$ cat src/rtl/div_ctrl.sv
// div_ctrl: operand-entry FSM that drives a restoring shift-subtract divider.
// Defining DIV_ZERO_FLAG_EN adds a divide-by-zero trap state and the err flag.
module div_ctrl #(
  parameter int unsigned W = 4
) (
  input  logic         clk,
  input  logic         rst,
  input  logic         up,
  input  logic         down,
  input  logic         ok,
  output logic [W-1:0] num,
  output logic [W-1:0] den,
  output logic [W-1:0] quot,
  output logic [W-1:0] rem,
  output logic [W-1:0] leds,
  output logic [2:0]   state,
  output logic         busy,
  output logic         done,
  output logic         err
);

  localparam int unsigned CW = $clog2(W + 1);

  localparam logic [2:0] S_NUM = 3'd0;
  localparam logic [2:0] S_DEN = 3'd1;
  localparam logic [2:0] S_RUN = 3'd2;
  localparam logic [2:0] S_QUO = 3'd3;
  localparam logic [2:0] S_REM = 3'd4;
`ifdef DIV_ZERO_FLAG_EN
  localparam logic [2:0] S_ERR = 3'd5;
`endif

  logic [2:0]    r_state;
  logic [W-1:0]  r_num;
  logic [W-1:0]  r_den;
  logic [W-1:0]  r_quot;
  logic [W-1:0]  r_rem;
  logic [W-1:0]  r_dvd;
  logic [W:0]    r_part;
  logic [CW-1:0] r_cnt;
  logic          r_done;

  logic [W-1:0]  w_step;
  logic [W-1:0]  w_num_nx;
  logic [W-1:0]  w_den_nx;
  logic [W:0]    w_shift;
  logic [W:0]    w_diff;
  logic [W:0]    w_part_nx;
  logic          w_fits;
  logic          w_last;
  logic          w_trap;

  // Simultaneous up and down cancel out.
  always_comb begin
    w_step = '0;
    if (up && !down) begin
      w_step = W'(1);
    end else if (down && !up) begin
      w_step = '1;
    end
  end

  assign w_num_nx = r_num + w_step;
  assign w_den_nx = r_den + w_step;

  // r_dvd shifts the dividend out of its MSB while quotient bits enter at the LSB.
  assign w_shift   = (W + 1)'({r_part, r_dvd[W-1]});
  assign w_diff    = w_shift - {1'b0, r_den};
  assign w_fits    = (w_shift >= {1'b0, r_den});
  assign w_part_nx = w_fits ? w_diff : w_shift;
  assign w_last    = (r_cnt == CW'(W - 1));

`ifdef DIV_ZERO_FLAG_EN
  logic r_err;

  assign w_trap = (w_den_nx == '0);

  always_ff @(posedge clk) begin
    if (rst) begin
      r_err <= 1'b0;
    end else if (r_state == S_DEN && ok && w_trap) begin
      r_err <= 1'b1;
    end else if (r_state == S_ERR && ok) begin
      r_err <= 1'b0;
    end
  end

  assign err = r_err;
`else
  assign w_trap = 1'b0;
  assign err    = 1'b0;
`endif

  always_ff @(posedge clk) begin
    if (rst) begin
      r_state <= S_NUM;
      r_num   <= '0;
      r_den   <= '0;
      r_quot  <= '0;
      r_rem   <= '0;
      r_dvd   <= '0;
      r_part  <= '0;
      r_cnt   <= '0;
      r_done  <= 1'b0;
    end else begin
      r_done <= 1'b0;
      case (r_state)
        S_NUM: begin
          r_num <= w_num_nx;
          if (ok) begin
            r_state <= S_DEN;
          end
        end
        S_DEN: begin
          r_den <= w_den_nx;
          if (ok) begin
            if (w_trap) begin
              r_state <= 3'd5;
            end else begin
              r_state <= S_RUN;
              r_dvd   <= r_num;
              r_part  <= '0;
              r_cnt   <= '0;
            end
          end
        end
        S_RUN: begin
          r_part <= w_part_nx;
          r_dvd  <= W'({r_dvd, w_fits});
          r_cnt  <= r_cnt + CW'(1);
          if (w_last) begin
            r_quot  <= W'({r_dvd, w_fits});
            r_rem   <= W'(w_part_nx);
            r_done  <= 1'b1;
            r_state <= S_QUO;
          end
        end
        S_QUO: begin
          if (ok) begin
            r_state <= S_REM;
          end
        end
        S_REM: begin
          if (ok) begin
            r_state <= S_NUM;
          end
        end
`ifdef DIV_ZERO_FLAG_EN
        S_ERR: begin
          if (ok) begin
            r_state <= S_DEN;
          end
        end
`endif
        default: r_state <= S_NUM;
      endcase
    end
  end

  always_comb begin
    leds = '0;
    case (r_state)
      S_NUM:   leds = r_num;
      S_DEN:   leds = r_den;
      S_QUO:   leds = r_quot;
      S_REM:   leds = r_rem;
      default: leds = '0;
    endcase
  end

  assign num   = r_num;
  assign den   = r_den;
  assign quot  = r_quot;
  assign rem   = r_rem;
  assign state = r_state;
  assign busy  = (r_state == S_RUN);
  assign done  = r_done;

endmodule

$ cat config.mk
export PLATFORM = sky130hd
export DESIGN_NAME = div_ctrl
export DESIGN_NICKNAME = d
export VERILOG_FILES = /design/src/rtl/div_ctrl.sv
export SDC_FILE = /design/constraint.sdc
export NUM_CORES = 1
export LEC_CHECK = 0
export BUFFER_PORTS_ARGS = -buffer_cell sky130_fd_sc_hd__buf_2
export CORE_ASPECT_RATIO = 2
export CORE_UTILIZATION = 25
export CTS_CLUSTER_DIAMETER = 120
export DETAILED_ROUTE_END_ITERATION = 16
export SKIP_LAST_GASP = 1
export SYNTH_ARGS = -nofsm -noshare
export SYNTH_HDL_FRONTEND = slang
export SYNTH_SLANG_ARGS = --single-unit
$ cat constraint.sdc
create_clock -name clk -period 2.95 [get_ports clk]
set_input_delay 0.1475 -clock clk [delete_from_list [all_inputs] [get_ports clk]]
set_output_delay 0.1475 -clock clk [all_outputs]
set_load 0.02 [all_outputs]
Yosys cells after proc, flatten, opt, wreduce, memory -nomap -nowiden
Index checks and enable logic that the tools add are counted.
{"block": "word_totals", "word_cells": 51, "regBits": 31, "out_inout_bits": 26}
{"block": "classes", "n_addsub": 4, "n_reduce_logical": 10, "mux": 16, "magnitude_cmp": 1, "n_eq_ne": 10, "n_bitwise": 1}
{"operator": "2-to-1 mux 4 bit", "count": 5}
{"operator": "one-hot mux 4 bit (2 select lines)", "count": 2}
{"operator": "one-hot mux 4 bit (4 select lines)", "count": 1}
{"operator": "2-to-1 mux 3 bit", "count": 5}
{"operator": "one-hot mux 3 bit (5 select lines)", "count": 1}
{"operator": "== test 3 x 2 -> 1 bit, second input constant", "count": 3}
{"operator": "adder 4 bit", "count": 2}
{"operator": "inequality test 2 bit, second input constant", "count": 4}
{"operator": "one-hot mux 3 bit (2 select lines)", "count": 1}
{"operator": ">= comparator 5 x 4 -> 1 bit", "count": 1}
{"operator": "AND reduction 5 bit", "count": 1}
{"operator": "AND reduction 2 bit", "count": 2}
{"operator": "subtractor 4 bit", "count": 1}
{"operator": "adder 3 x 1 -> 3 bit, second input constant", "count": 1}
{"operator": "== test 3 x 1 -> 1 bit, second input constant", "count": 1}
{"operator": "== test 3 bit, second input constant", "count": 1}
{"operator": "logical NOT 3 bit", "count": 1}
{"operator": "logical AND 1 bit", "count": 2}
{"operator": "logical NOT 1 bit", "count": 2}
{"operator": "inequality test 2 x 1 -> 1 bit, second input constant", "count": 1}
{"operator": "nonzero test 2 bit", "count": 1}
{"operator": "OR reduction 2 bit", "count": 1}
{"operator": "2-to-1 mux 1 bit", "count": 1}
{"operator": "inverter 1 bit", "count": 1}

Depth between registers and ports, before layout
Gate-level depths: netlist of the first run.
{"block": "depth", "word_depth": 5, "mapped_depth": 9}

Least setup slack after synthesis of the first run
OpenSTA, ideal clock, no wires.
{"block": "synth_path", "path_type": "register -> register", "from": "register r_den[2], in the netlist den[2]", "to": "register r_rem[0], in the netlist rem[0]", "slack_ps": 1008, "path_buffers": 1, "stages_incl_launch_ff": 9, "t_arrival_ps": 1857, "cell_sequence": "dfxtp_1 inv_1 ha_1 nor2_1 o21ai_1 a21bo_1 buf_6 mux2_4 o31ai_2"}
{"block": "synth_via", "elab_chain_cells": 2}
{"item": "start, declared", "line": "35", "text": "logic [W-1:0] r_den;"}
{"item": "start signal, assigned", "line": "115", "text": "r_den <= w_den_nx;"}
{"item": ">= comparator 5 x 4 -> 1 bit", "line": "69", "text": "assign w_fits = (w_shift >= {1'b0, r_den});"}
{"item": "2-to-1 mux 4 bit", "line": "70", "text": "assign w_part_nx = w_fits ? w_diff : w_shift;"}
{"item": "end signal, assigned", "line": "133", "text": "r_rem <= W'(w_part_nx);"}
{"item": "end, declared", "line": "37", "text": "logic [W-1:0] r_rem;"}
No other way between the ends.
A chain may end at the register's enable or synchronous reset.

Worst setup path after layout of the first run
Ends and elaborated chain as after synthesis.

==> results.md, run 1 <==
- Fmax: 487 MHz
- Post-CTS setup repair buffer count: 0
- Clock Tree Buf Depth: 2
- Tmin final: 2050 ps
- Outcome: finished, final reports clean
- Synth Net Count: 223
- PwrDens: 574 nW/um2
- Die Span X: 62.0 um
- First-pass GRT wire length: 6950 um
- Count of different cell masters after synthesis: 46
- CP peak stage delay: 390 ps
- Clock sink total: 31
- N_diodes: 0
- Commonest non-fill, non-tap cell in the layout: dfxtp_1
- Final #Nets: 250
- Area of the core: 6940 um2
- CP bufs+invs: 1
- DR WL/cell: 13.7 um
- Mapped Cells: 202
- Synth Cell Area: 1800 um2
- Die area: 7570 um2
- CP delay by family, top: compound AO/OA/AOI/OAI gates
- Worst-path cell chain: inv_1 -> ha_1 -> nor2_1 -> o21ai_1 -> a21bo_1 -> mux2_4 -> o31ai_2
- Num CTS Buffers: 5
- RSZ-0062 raised after global routing: no
- Leak: 0.922 nW
- Die Span Y: 122 um
- Vias in the first global route: 1,376
- Synth Register Bits: 31
- Worst Path Required: 3140 ps
- Pre-antenna DRT Iters: 4
- Boundary Pins: 31
- Critical path class: reg -> reg
- Warnings, synthesis: 0
- Worst Path Arrival: 2240 ps
- Hold_buf cts: 0
- Buffers on Ports: 29
- Max FO, Critical Path: 6
- Worst-margin pin slew: 763 ps
- Initial Util: 0.259
- Share of cells above drive strength 1: 0.202
- # rows: 43
- Post-DP HPWL: 3420 um
- Hold Fails Final Rpt: 0
- Peak supply drop: 0.000201 V
- Tot Pwr: 1.23 mW
- Post-Place Worst Slack: 898 ps
- CTS Root Cell: clkbuf_16
- Clock-pin slew on the worst setup and hold paths: 50 ps
- Initial antenna violation count: 0
- Setup TNS: 0 ps
- Setup Skew: 1.31 ps
- Resize count post-CTS: 0
- Setup ws final: 897 ps
- Largest net degree at the start of global routing: 32
- CP Launch Type: flop
- Post-Syn Area per Cell: 8.91 um2
- Sequential area share after synthesis: 0.345
- Most frequent cells in the layout: dfxtp_1, buf_2, nor2_1, nand2_1, inv_1
- Tightest Hold Check Type: in -> reg
- Maximum Capacitance Violations: 0
- Setup violators final: 0
- Setup crit end kind: flop
- Vias per cell: 4.70
- CTS tree: done
- DR vias: 1,496
- Clk_lat worst skew: 270 ps
- DR iter-0 viols: 86
- WL final: 4360 um
- Gpl congestion: 0.785
- H-tree depth: 2
- CP max-delay cell: dfxtp_1
- Max-slew violations: 0
- Total GRT Usage: 0.128
- Remaining Overflow, GRT: 0
- Worst slew margin: 0.491
- Antenna viol nets, final: 0
- Share of the clock period used by the worst path after layout: 0.696
- Area delta synth->final: 18.8%
- # DRC: 0
## logic make-up after synthesis
family | count (synthesis) | share of synthesized area
AND/OR/NAND/NOR | 63 | 0.174
AO/OA/AOI/OAI | 45 | 0.172
flip-flops | 31 | 0.345
buffers and inverters | 24 | 0.0598
multiplexers | 17 | 0.0994
adder cells (fa/ha/maj) | 16 | 0.124
XOR/XNOR | 5 | 0.0243
other | 1 | 0.00208
## cells in the mapped netlist, drive strengths merged
| library cell | instances | area [um2] |
|---|---|---|
| xor2 | 1 | 8.76 |
| inv | 14 | 52.6 |
| a211oi | 11 | 82.6 |
| fa | 3 | 60.1 |
| o2bb2ai | 4 | 35.0 |
| xnor2 | 4 | 35.0 |
| or3 | 1 | 6.26 |
| and2 | 2 | 12.5 |
| a22oi | 1 | 7.51 |
| nor2 | 27 | 118 |
| clkbuf | 3 | 11.3 |
| a221oi | 1 | 8.76 |
| o31ai | 2 | 20.0 |
| nor3b | 1 | 12.5 |
| o21ai | 6 | 30.0 |
| nand4b | 1 | 8.76 |
| nand2 | 18 | 67.6 |
| ha | 13 | 163 |
| mux2i | 13 | 130 |
| dfxtp | 31 | 621 |
| nor4 | 1 | 6.26 |
| a21o | 3 | 23.8 |
| nand2b | 2 | 15.0 |
| nor3 | 3 | 20.0 |
| a21oi | 11 | 58.8 |
| nand3 | 1 | 5.00 |
| buf | 7 | 43.8 |
| mux2 | 4 | 48.8 |
| nor2b | 2 | 12.5 |
| o32ai | 1 | 8.76 |
| nand3b | 3 | 22.5 |
| a31oi | 4 | 25.0 |
| or2 | 1 | 6.26 |
| a21bo | 1 | 10.0 |
| conb | 1 | 3.75 |
## final cells by class
type / count / area (um2)
flip-flops and latches: 31 / 621
multi-input cells: 147 / 1070
fillers: 739 / 4800
repair buffers: 30 / 153
inverters: 14 / 52.6
clock buffers: 6 / 129
well taps: 90 / 113
## layer usage
metal	wire length, um	GRT usage	vias to the layer above
met5	0	0	-
met4	193	0.0833	0
met3	112	0.0170	10
met2	2430	0.225	27
met1	1620	0.132	702
li1	-	-	757
## sequential cells by signal (all words and copies together), names as in the netlist
name / count
quot: 4
rem: 4
done: 1
r_dvd: 4
den: 4
r_cnt: 3
r_part: 4
num: 4
state: 3
## worst min-delay path: stages
cell      delay [ps]
buf_2            130
nand4b_1          90
a21oi_1           60
## per-stage QoR
step | cell area (um2) | cells | hold WS [ps] | util
floorplan | 1800 | 202 | 325 | -
global placement | 2010 | 312 | 461 | 0.290
detailed placement | 2010 | 312 | 465 | 0.290
CTS | 2140 | 318 | 206 | 0.308
global route | 2140 | 318 | 236 | 0.308
finish | 2140 | 318 | 208 | 0.308
## path summary, 6_finish.rpt
| kind | start | endpoint | slack [ps] | cells after the start |
|---|---|---|---|---|
| min | ok | state[2]$_SDFFE_PP0P_ | 210 | 3 |
| max | den[2]$_SDFFE_PP0N_ | rem[0]$_SDFFE_PP0P_ | 900 | 7 |
| min reg2reg | quot[1]$_SDFFE_PP0P_ | quot[1]$_SDFFE_PP0P_ | 470 | 2 |
| max reg2reg | den[2]$_SDFFE_PP0N_ | rem[0]$_SDFFE_PP0P_ | 900 | 7 |
## report_power, final
group	switching [mW]	internal [mW]
combinational	0.169	0.115
sequential	0.0340	0.444
clock	0.164	0.302
(Power assumes the default switching activity.)
==> inputs of run 2 (changes only) <==
clock period = 1.8 ns   (was 2.95 ns; I/O delays follow)
==> run 2 against run 1 <==
  * Via count is 5.4% higher
  * Critical path type unchanged
  * Die area stayed put
  * Critical path depth stayed put
  * Hold slack worse by 75 ps
  * Global-route usage is 1.8 points higher
  * Utilization is 3.1 points higher
  * Flip-flop and latch count stayed put
  * Sequential power is 60% higher
  * Final cell count is 5.7% higher
  * Clock-buffer cell count is 2 higher
  * Routed wire length is 12% higher
  * Register-to-register slack worse by 850 ps
==> results.md, run 2 (synthesized netlist as in run 1, its figures left out) <==
- Outcome: finished, final reports clean
- CP Launch Type: flop
- Worst slew margin: 0.609 (+0.118)
- Initial Util: 0.259 (unchanged)
- DR WL/cell: 14.5 um (+5.8%)
- Die area: 7570 um2 (unchanged)
- Tightest Hold Check Type: in -> reg
- Area of the core: 6940 um2 (unchanged)
- Die Span Y: 122 um (unchanged)
- Buffers on Ports: 29 (unchanged)
- First-pass GRT wire length: 7860 um (+13%)
- N_diodes: 0 (unchanged)
- DR vias: 1,577 (+5.4%)
- Critical path class: reg -> reg
- Max-slew violations: 0 (unchanged)
- # rows: 43 (unchanged)
- Area delta synth->final: 30.6%
- Vias per cell: 4.69 (-0.23%)
- Util after Layout: 0.339 (+0.0306)
- DR iter-0 viols: 91 (+5.8%)
- Max FO, Critical Path: 6 (unchanged)
- Num CTS Buffers: 5 (unchanged)
- Fmax: 570 MHz (+17%)
- Fillers: 712 (-3.7%)
- Pre-antenna DRT Iters: 4 (unchanged)
- Share of cells above drive strength 1: 0.309 (+0.107)
- Worst R2R Path Depth: 7 (unchanged)
- Worst R2R Start: den[2]$_SDFFE_PP0N_
- Share of the clock period used by the worst path after layout: 0.975 (+0.279)
- Clock-pin slew on the worst setup and hold paths: 50 ps (about the same)
- Maximum Capacitance Violations: 0 (unchanged)
- Final #Nets: 266 (+6.4%)
- RSZ-0062 raised after global routing: yes
- # DRC: 0 (unchanged)
- Most frequent cells in the layout: buf_2, nor2_1, dfxtp_1, nand2_1, buf_4
- Vias in the first global route: 1,644 (+19%)
- Clock sink total: 31 (unchanged)
- Critical path origin: den[2]$_SDFFE_PP0N_
- Clock Tree Buf Depth: 2 (unchanged)
- Hold Fails Final Rpt: 0 (unchanged)
- Tot Pwr: 2.23 mW (+81%)
- Tmin final: 1750 ps (-298 ps)
- Hold_buf cts: 0 (unchanged)
- WL final: 4870 um (+12%)
- Worst Path Required: 2000 ps (-1140 ps)
- Commonest non-fill, non-tap cell in the layout: buf_2
- Antenna viol nets, final: 0 (unchanged)
- Boundary Pins: 31 (unchanged)
- Remaining Overflow, GRT: 0 (unchanged)
- Peak supply drop: 0.000326 V (+62%)
- Gpl congestion: 0.808 (+3.0%)
- Worst Path Arrival: 1950 ps (-290 ps)
- FF-to-FF setup slack: 50 ps (-850 ps)
- Initial antenna violation count: 0 (unchanged)
- Setup crit end kind: flop
- Die Span X: 62.0 um (unchanged)
- CTS tree: done
- Clk_lat worst skew: 280 ps (about the same)
- Leak: 1.03 nW (+11%)
- H-tree depth: 2 (unchanged)
- Setup violators final: 0 (unchanged)
- CTS Root Cell: clkbuf_16
- Setup Skew: 2.89 ps (+1.59 ps)
- Post-DP HPWL: 3740 um (+9.1%)
- Worst hold margin: 132 ps (-75.5 ps)
- Largest net degree at the start of global routing: 32 (unchanged)
- RR Endpoint: rem[0]$_SDFFE_PP0P_
- PwrDens: 947 nW/um2 (+65%)
- Worst-margin pin slew: 587 ps (-176 ps)
- Total GRT Usage: 0.146 (+0.0179)
- Setup crit end: rem[0]$_SDFFE_PP0P_
-- run 2: worst max-delay path, stage by stage, from the launching register on --
cell,delay [ps]
dfxtp_2,320
inv_1,70
ha_4,300
nor2_1,40
o21ai_1,150
a21bo_4,280
mux2_4,310
o31ai_2,200
-- run 2: worst min-delay path by stage --
stage	startpoint	end	slack [ps]	cells past startpoint
2_1_floorplan	ok	state[2]$_SDFFE_PP0P_	270	2
3_3_place_gp	ok	state[2]$_SDFFE_PP0P_	430	3
3_5_place_dp	ok	state[2]$_SDFFE_PP0P_	430	3
4_1_cts	ok	state[2]$_SDFFE_PP0P_	140	3
5_1_grt	ok	state[2]$_SDFFE_PP0P_	160	3
6_report	ok	state[2]$_SDFFE_PP0P_	130	3
-- run 2: final cells by class --
cell class	instances	area (um2)	area share
timing repair buffer	46	285	0.121
sequential	31	631	0.268
multi-input combinational	147	1110	0.474
tap	90	113	0.0479
inverter	14	52.6	0.0223
clock buffer	8	156	0.0665
-- run 2: stage by stage --
stage,setup WS (ps),cell area (um2),setup TNS (ps),cells
3_5_place_dp,4.25,2160,0,328
5_1_grt,-49.1,2350,-49.1,336
4_1_cts,18.9,2320,0,336
6_report,45.1,2350,0,336
2_1_floorplan,0.887,1820,0,202
3_3_place_gp,47.1,2160,0,328
-- run 2: layer usage --
| layer | part of all wire | vias up | wire (um) | GRT usage |
|---|---|---|---|---|
| li1 | - | 794 | - | - |
| met1 | 0.35 | 743 | 1720 | 0.134 |
| met2 | 0.58 | 29 | 2810 | 0.268 |
| met3 | 0.027 | 11 | 131 | 0.0297 |
| met4 | 0.043 | 0 | 208 | 0.0944 |
| met5 | 0 | - | 0 | 0 |
-- run 2: power breakdown --
part / internal [mW] / switching (mW) / total, mW
logic: 0.249 / 0.319 / 0.567
clock network: 0.588 / 0.307 / 0.896
registers: 0.728 / 0.0373 / 0.765
total: 1.57 / 0.663 / 2.23
-- run 2: repair_timing --
item | CTS | global route
pin swaps | 0 | 1
resized for setup | 3 | 9
endpoints found under the setup margin | 5 | 7
buffers inserted | 0 | 0
